File: src/rtl/median_pkg.sv
// Shared definitions for the sliding rank-order filter: rank encodings,
// counter sizing and window-length legality.
package median_pkg;

   typedef enum logic [1:0] {
      RANK_MEDIAN = 2'd0,
      RANK_MIN    = 2'd1,
      RANK_MAX    = 2'd2,
      RANK_RSVD   = 2'd3
   } rank_e;

   function automatic int cnt_w(input int win);
      return $clog2(win + 1);
   endfunction

   function automatic bit win_ok(input int win);
      return (win % 2 == 1) && (win >= 3) && (win <= 15);
   endfunction

endpackage

File: src/rtl/sorted_window_update.sv
// Combinational next-state of the sorted window: one delete (evicted value, or
// the free slot at fill_cnt while filling) followed by one ordered insert.
module sorted_window_update
   import median_pkg::*;
#(
   parameter int DATA_W = 4,
   parameter int WIN    = 5,
   parameter int CNT_W  = 3
) (
   input  logic [WIN*DATA_W-1:0] sorted_i,
   input  logic [DATA_W-1:0]     evict_i,
   input  logic [DATA_W-1:0]     new_i,
   input  logic                  full_i,
   input  logic [CNT_W-1:0]      fill_cnt_i,
   output logic [WIN*DATA_W-1:0] sorted_o
);

   function automatic logic cmp_le(input logic [DATA_W-1:0] a, input logic [DATA_W-1:0] b);
      return a <= b;
   endfunction

   function automatic logic cmp_eq(input logic [DATA_W-1:0] a, input logic [DATA_W-1:0] b);
      return a == b;
   endfunction

   logic [WIN-1:0][DATA_W-1:0] s;
   logic [WIN-1:0][DATA_W-1:0] n;
   logic [WIN-2:0][DATA_W-1:0] c;
   logic [WIN-2:0]             match;
   logic [WIN-2:0]             hit;
   logic [WIN-2:0]             le;

   // hit[i]: slot i lies at or above the deleted slot, so it takes its upper
   // neighbour. No hit below WIN-1 means the top slot is the one removed.
   always_comb begin
      s        = sorted_i;
      match    = '0;
      hit      = '0;
      c        = '0;
      le       = '0;
      n        = '0;
      for (int i = 0; i < WIN - 1; i++) begin
         match[i] = cmp_eq(s[i], evict_i);
      end
      hit[0] = full_i ? match[0] : (fill_cnt_i == '0);
      for (int i = 1; i < WIN - 1; i++) begin
         hit[i] = full_i ? (hit[i-1] | match[i]) : (CNT_W'(i) >= fill_cnt_i);
      end
      for (int i = 0; i < WIN - 1; i++) begin
         c[i]  = hit[i] ? s[i+1] : s[i];
         le[i] = (full_i || (CNT_W'(i) < fill_cnt_i)) && cmp_le(c[i], new_i);
      end
      // le is a prefix mask; the new value lands just past its last set bit
      n[0] = le[0] ? c[0] : new_i;
      for (int i = 1; i < WIN - 1; i++) begin
         n[i] = le[i] ? c[i] : (le[i-1] ? new_i : c[i-1]);
      end
      n[WIN-1] = le[WIN-2] ? new_i : c[WIN-2];
      sorted_o = n;
   end

endmodule

File: src/rtl/sliding_median_filter.sv
// Streaming median/min/max over the last WIN accepted samples, with an
// age-ordered history, an incrementally maintained sorted array and one output register.
module sliding_median_filter
   import median_pkg::*;
#(
   parameter int DATA_W = 4,
   parameter int WIN    = 5
) (
   input  logic              clk,
   input  logic              rst_n,
   input  logic              clear,
   input  logic              in_valid,
   output logic              in_ready,
   input  logic [DATA_W-1:0] in_data,
   input  logic [1:0]        rank_sel,
   output logic              out_valid,
   input  logic              out_ready,
   output logic [DATA_W-1:0] out_data
);

   localparam int CNT_W = cnt_w(WIN);
   localparam logic [CNT_W-1:0] WIN_C     = CNT_W'(WIN);
   localparam logic [CNT_W-1:0] LAST_FILL = CNT_W'(WIN - 1);

   generate
      if (!win_ok(WIN)) begin : g_bad_win
         $fatal(1, "sliding_median_filter: WIN must be odd and within 3..15");
      end
   endgenerate

   function automatic logic [DATA_W-1:0] pick_rank(input logic [WIN-1:0][DATA_W-1:0] s,
                                                    input logic [1:0] sel);
      case (rank_e'(sel))
         RANK_MIN: pick_rank = s[0];
         RANK_MAX: pick_rank = s[WIN-1];
         default:  pick_rank = s[(WIN-1)/2];
      endcase
   endfunction

   logic [CNT_W-1:0]           count_q, count_d;
   logic [WIN-1:0][DATA_W-1:0] hist_q, hist_d;
   logic [WIN-1:0][DATA_W-1:0] sorted_q, sorted_d;
   logic [WIN-1:0][DATA_W-1:0] sorted_upd;
   logic                       out_valid_q, out_valid_d;
   logic [DATA_W-1:0]          out_data_q, out_data_d;
   logic                       accept;
   logic                       full;

   assign in_ready  = !out_valid_q || out_ready;
   assign accept    = in_valid && in_ready;
   assign full      = (count_q == WIN_C);
   assign out_valid = out_valid_q;
   assign out_data  = out_data_q;

   // hist_q[WIN-1] is the oldest sample once the window is full
   sorted_window_update #(
      .DATA_W (DATA_W),
      .WIN    (WIN),
      .CNT_W  (CNT_W)
   ) u_sorted_update (
      .sorted_i   (sorted_q),
      .evict_i    (hist_q[WIN-1]),
      .new_i      (in_data),
      .full_i     (full),
      .fill_cnt_i (count_q),
      .sorted_o   (sorted_upd)
   );

   always_comb begin
      count_d     = count_q;
      hist_d      = hist_q;
      sorted_d    = sorted_q;
      out_valid_d = out_valid_q && !out_ready;
      out_data_d  = out_data_q;
      if (clear) begin
         count_d     = '0;
         out_valid_d = 1'b0;
      end else if (accept) begin
         hist_d   = {hist_q[WIN-2:0], in_data};
         sorted_d = sorted_upd;
         if (!full) begin
            count_d = count_q + 1'b1;
         end
         if (full || (count_q == LAST_FILL)) begin
            out_valid_d = 1'b1;
            out_data_d  = pick_rank(sorted_upd, rank_sel);
         end
      end
   end

   always_ff @(posedge clk or negedge rst_n) begin
      if (!rst_n) begin
         count_q     <= '0;
         hist_q      <= '0;
         sorted_q    <= '0;
         out_valid_q <= 1'b0;
         out_data_q  <= '0;
      end else begin
         count_q     <= count_d;
         hist_q      <= hist_d;
         sorted_q    <= sorted_d;
         out_valid_q <= out_valid_d;
         out_data_q  <= out_data_d;
      end
   end

endmodule
File: config.mk
export PLATFORM = sky130hd
export DESIGN_NAME = sliding_median_filter
export DESIGN_NICKNAME = d
export VERILOG_FILES = /design/src/rtl/median_pkg.sv /design/src/rtl/sorted_window_update.sv /design/src/rtl/sliding_median_filter.sv
export SDC_FILE = /design/constraint.sdc
export NUM_CORES = 1
export LEC_CHECK = 0
export CORE_UTILIZATION = 35
export CTS_CLUSTER_DIAMETER = 150
export DETAILED_ROUTE_END_ITERATION = 8
export GPL_TIMING_DRIVEN = 0
export SLEW_MARGIN = 20
export SYNTH_ARGS = -nofsm -noshare
export SYNTH_HDL_FRONTEND = slang
export SYNTH_SLANG_ARGS = --single-unit
File: constraint.sdc
create_clock -name clk -period 10.8 [get_ports clk]
set_clock_uncertainty 0.2 [all_clocks]
set_input_delay 2.16 -clock clk [delete_from_list [all_inputs] [get_ports clk]]
set_output_delay 2.16 -clock clk [all_outputs]
set_load 0.02 [all_outputs]
---- After elaboration in Yosys (flattened, before gate mapping) ----
Cells that the tools add are included.
word-level totals
  word-level logic and storage cells ...... 80
  memory bits (read-only) ................. 0
  RAM bits ................................ 0
  memories kept ........................... 0
  register bits after elaboration ......... 48
  bits in latches ......................... 0
operators by class
  shifts and indexed selects .............. 0
  reductions and logical operators ........ 19
  equality and inequality tests ........... 9
  order comparisons ....................... 11
  bitwise operators ....................... 4
  div/mod/pow operators ................... 0
  add/sub/neg operators ................... 1
  muxes and demuxes ....................... 23
  multiply operators ...................... 0
operators with widths
  cell                                                                         count
  4-bit 2-to-1 mux                                                             12
  4-bit equality test                                                          4
  4-bit less-or-equal comparator                                               4
  3-bit 2-to-1 mux                                                             3
  4-bit one-hot mux with 2 select lines                                        1
  1-bit 2-to-1 mux                                                             7
  3-bit equality test, second input constant                                   2
  2-bit by 3-bit >= comparator with 1-bit output, first input constant         2
  1-bit logical AND                                                            6
  1-bit logical OR                                                             6
  1-bit by 3-bit less-than comparator with 1-bit output, first input constant  2
  2-bit by 3-bit less-than comparator with 1-bit output, first input constant  2
  2-bit AND reduction                                                          2
  3-bit by 1-bit adder with 3-bit output, second input constant                1
  1-bit by 3-bit >= comparator with 1-bit output, first input constant         1
  3-bit logical NOT                                                            1
  1-bit bitwise OR                                                             3
  3-bit AND reduction                                                          1
  2-bit by 1-bit equality test with 1-bit output, second input constant        1
  2-bit equality test, second input constant                                   1
  1-bit logical NOT                                                            2
  2-bit != test, second input constant                                         1
  2-bit nonzero test                                                           1
  1-bit NOT                                                                    1

---- Logic depth before layout (Yosys ltp) ----
  word-level depth ........................ 13
  mapped depth ............................ 17
  mapped depth without buffers ............ 16

---- Modules after synthesis ----
Synthesis repeated with hierarchy kept, for this count alone.
second synthesis, totals
  cells, all modules ...................... 329
  area total of the unflattened synthesis .. 3569.7 um^2
by module, submodules not included
  module                 instances  area each (um^2)  cells each
  sliding_median_filter  1          2160.8            138
  sorted_window_update   1          1408.9            191

---- Least setup slack after synthesis ----
OpenSTA, ideal clock, no wires.
  kind .................................... input -> output
  start point ............................. in out_ready
  end point ............................... out in_ready
  buffers on the path ..................... 0
  data arrival time ....................... 2423 ps
  cell stages on the path ................. 1
  setup slack ............................. 6017 ps
  cells stage by stage .................... nand2b_1
on the way
  word-level cells in the longest chain between the ends .. 1
RTL lines
  element           line                         RTL
  start, declared   sliding_median_filter.sv:17  input logic out_ready,
  1-bit logical OR  sliding_median_filter.sv:49  assign in_ready = !out_valid_q || out_ready;
  end, declared     sliding_median_filter.sv:13  output logic in_ready,
Every way passes these cells.

---- Worst setup path in the final report ----
Ends and elaborated chain as after synthesis.

==> results.yml <==
outcome:
  outcome: "finished, final reports clean"
placement:
  place_hpwl_um: 6000
  preCtsSetupSlack_ns: 5.02
  gp_congestion: 0.886
  io_buffers: 16
cts:
  ctsLongestPathBuffers: 2
  cts.sink_count: 48
  cts_tree: "done"
  clock-root-buffer: "clkbuf_8"
  numCtsBuffers: 5
  post-cts-setup-buffers: 0
  cts-resized-gates: 0
  path_clk_slew_ns: 0.09
  cts_hold_buf: 0
  insertion_delay_ns: 0.31
  htreeDepth: 2
final_layout:
  final_common_cell: "nand2_1"
  num_antenna_cells: 0
  area_growth_pct: 12.9
  regArea_um2: 1200
  layout-drive-gt1-share_pct: 11.0
  layout_common_cells: "nand2_1 (84), dfrtp_1 (48), ha_1 (22)"
  multi_input_area_um2: 1810
  nets: 397
  fillCellCount: 843
synth:
  netlist_instances: 341
  syn_area_um2: 3150
  yosys.area.top_type: "dfrtp_1"
  async_flop_share_pct: 100
  synth_seq_area_share_pct: 38.1
  yosysTopAreaCellShare_pct: 38.1
  synth_ff_type: "dfrtp_1"
  synth-edff-count: 0
  ys_ff_latch: 48
  ys.warnings.count: 0
  syn_avg_cell_area_um2: 9.24
  ys_top_cells_by_area: "dfrtp_1 (38%), nand2_1 (10%), ha_1 (8.7%)"
  synth_cell_types: 48
  syn_nets: 374
power_and_ir_drop:
  total_power_uw: 713
  p_leak_nw: 1.71
  ir_drop_mv: 0.0793
  p_per_area_nw_per_um2: 200
global_routing:
  grt_max_degree: 49
  grt_pass1_wl_um: 13600
  grt_pass1_vias: 2608
  grt-ovfl-total: 0
  track_usage_pct: 18.5
  antenna_found_initial: 0
critical_path:
  crit_arrival_ns: 3.42
  worst-path-max-fanout: 5
  cp.required_ns: 8.44
  ff2ff_setup_slack_ns: 6.52
  slowest_stage: "clkdlybuf4s50_1"
  critPathKind: "in2out"
  critPathCaptureType: "output pin"
  slowest_delay_ns: 0.63
  startpoint_type: "input port"
  cp_common_cell: "clkdlybuf4s50_1"
  crit_chain: "clkdlybuf4s50_1, nand2b_1, clkdlybuf4s50_1"
sta:
  layout_setup_ws_ns: 5.02
  fmax_ghz: 0.173
  min_period_ns: 5.78
  max_slew_margin_pct: 58.3
  rsz0062_at_grt: "no"
  holdWs_ns: 0.273
  tns_ns: 0
  worst_pin_slew_ns: 0.625
  slew_viol_final: 0
  setup_viol: 0
  fin_crit_sh_pct: 53.6
  finalHoldViolCount: 0
die:
  core_um2: 8720
  io_pins: 17
  rows: 34
  start_util_pct: 36.1
  dieArea_um2: 9380
  die_y_um: 96.9
  chipWidth_um: 96.9
drt:
  drt_wl_total_um: 8110
  via_count: 2581
  routed_via_density: 5.46
  drt_iter0_drc: 131
  firstDrtPassIters: 4
  drc_errors: 0
  antenna_left: 0
  wl_per_cell_um: 17.1
job:
  maxCapViolCount: 0
hold_path:
  hp-class: "reg2reg"
flip-flops by register name, summed over array words and instances, names as in the netlist:
signal	count
out_valid	1
count_q	3
hist_q	20
sorted_q	20
out_data	4
power by group:
part	switching (mW)	internal (mW)	leakage, nW
Sequential	0.0449	0.226	0.612
Combinational	0.170	0.135	1.04
Clock	0.0662	0.0698	0.0548
per-stage QoR:
| stage | instances | area, µm² | util (%) |
|---|---|---|---|
| detailed placement | 465 | 3440 | 39.5 |
| floorplan | 341 | 3150 | - |
| global placement | 465 | 3450 | 39.5 |
| finish | 473 | 3560 | 40.8 |
| global route | 473 | 3560 | 40.8 |
| CTS | 473 | 3560 | 40.8 |
final cells by class:
type,instances,share of cell area (%)
Multi-Input combinational cell,262,51.0
Sequential cell,48,33.8
Timing Repair Buffer,16,4.43
Tap cell,108,3.80
Buffer,16,2.22
Clock buffer,5,1.93
Inverter,15,1.58
Clock inverter,3,1.30
critical path: cells and delay by family:
kind          cells  cell delay (ns)
buf+inv           2             1.08
simple gates      1             0.19
cells in the mapped netlist (2+ instances only):
| library cell | n |
|---|---|
| a211oi_1 | 2 |
| nor3_1 | 2 |
| xnor2_1 | 2 |
| o21bai_1 | 2 |
| o221ai_1 | 4 |
| a32oi_1 | 4 |
| o221a_2 | 3 |
| nor2b_1 | 2 |
| ha_1 | 22 |
| a221o_1 | 3 |
| xor2_1 | 16 |
| mux2_2 | 12 |
| nand4_1 | 4 |
| buf_1 | 3 |
| nand2_1 | 84 |
| mux2_4 | 3 |
| o211ai_1 | 5 |
| nand3_1 | 2 |
| clkbuf_1 | 9 |
| nor4_1 | 2 |
| dfrtp_1 | 48 |
| nor2_1 | 13 |
| nand2b_1 | 3 |
| inv_1 | 15 |
| mux2i_1 | 17 |
| buf_4 | 3 |
| a22o_1 | 3 |
| o21ai_0 | 20 |
| o21a_1 | 4 |
| a21oi_1 | 11 |
final timing paths:
path	start	endpoint	depth (start not counted)
setup / recovery	out_ready	in_ready	3
min in group asynchronous	rst_n	count_q[0]	1
max in group asynchronous	rst_n	sorted_q[13]	1
hold / removal	hist_q[8]	hist_q[12]	2
setup reg to reg	count_q[1]	sorted_q[8]	15
hold reg to reg	hist_q[8]	hist_q[12]	2
logic make-up (layout without fill, tap and decap cells):
kind of cell,Yosys count,after routing,share of synthesized area [%]
compound gates,73,73,16.8
mux,33,33,11.6
xor+xnor,18,18,5.00
flops,48,48,38.1
buf+inv,31,55,4.29
fa+ha+maj,22,22,8.74
simple gates,116,116,15.5
metal layers:
layer / vias up / global-route usage [%] / part of all wire [%] / wire length (µm)
li1: 1249 / - / - / -
met1: 1247 / 24.7 / 47 / 3830
met2: 68 / 28.9 / 45 / 3620
met3: 17 / 4.77 / 5.9 / 475
met4: 0 / 6.31 / 2.2 / 180
met5: - / 0 / 0 / 0
Note: power is estimated with default switching activity, not from simulation.
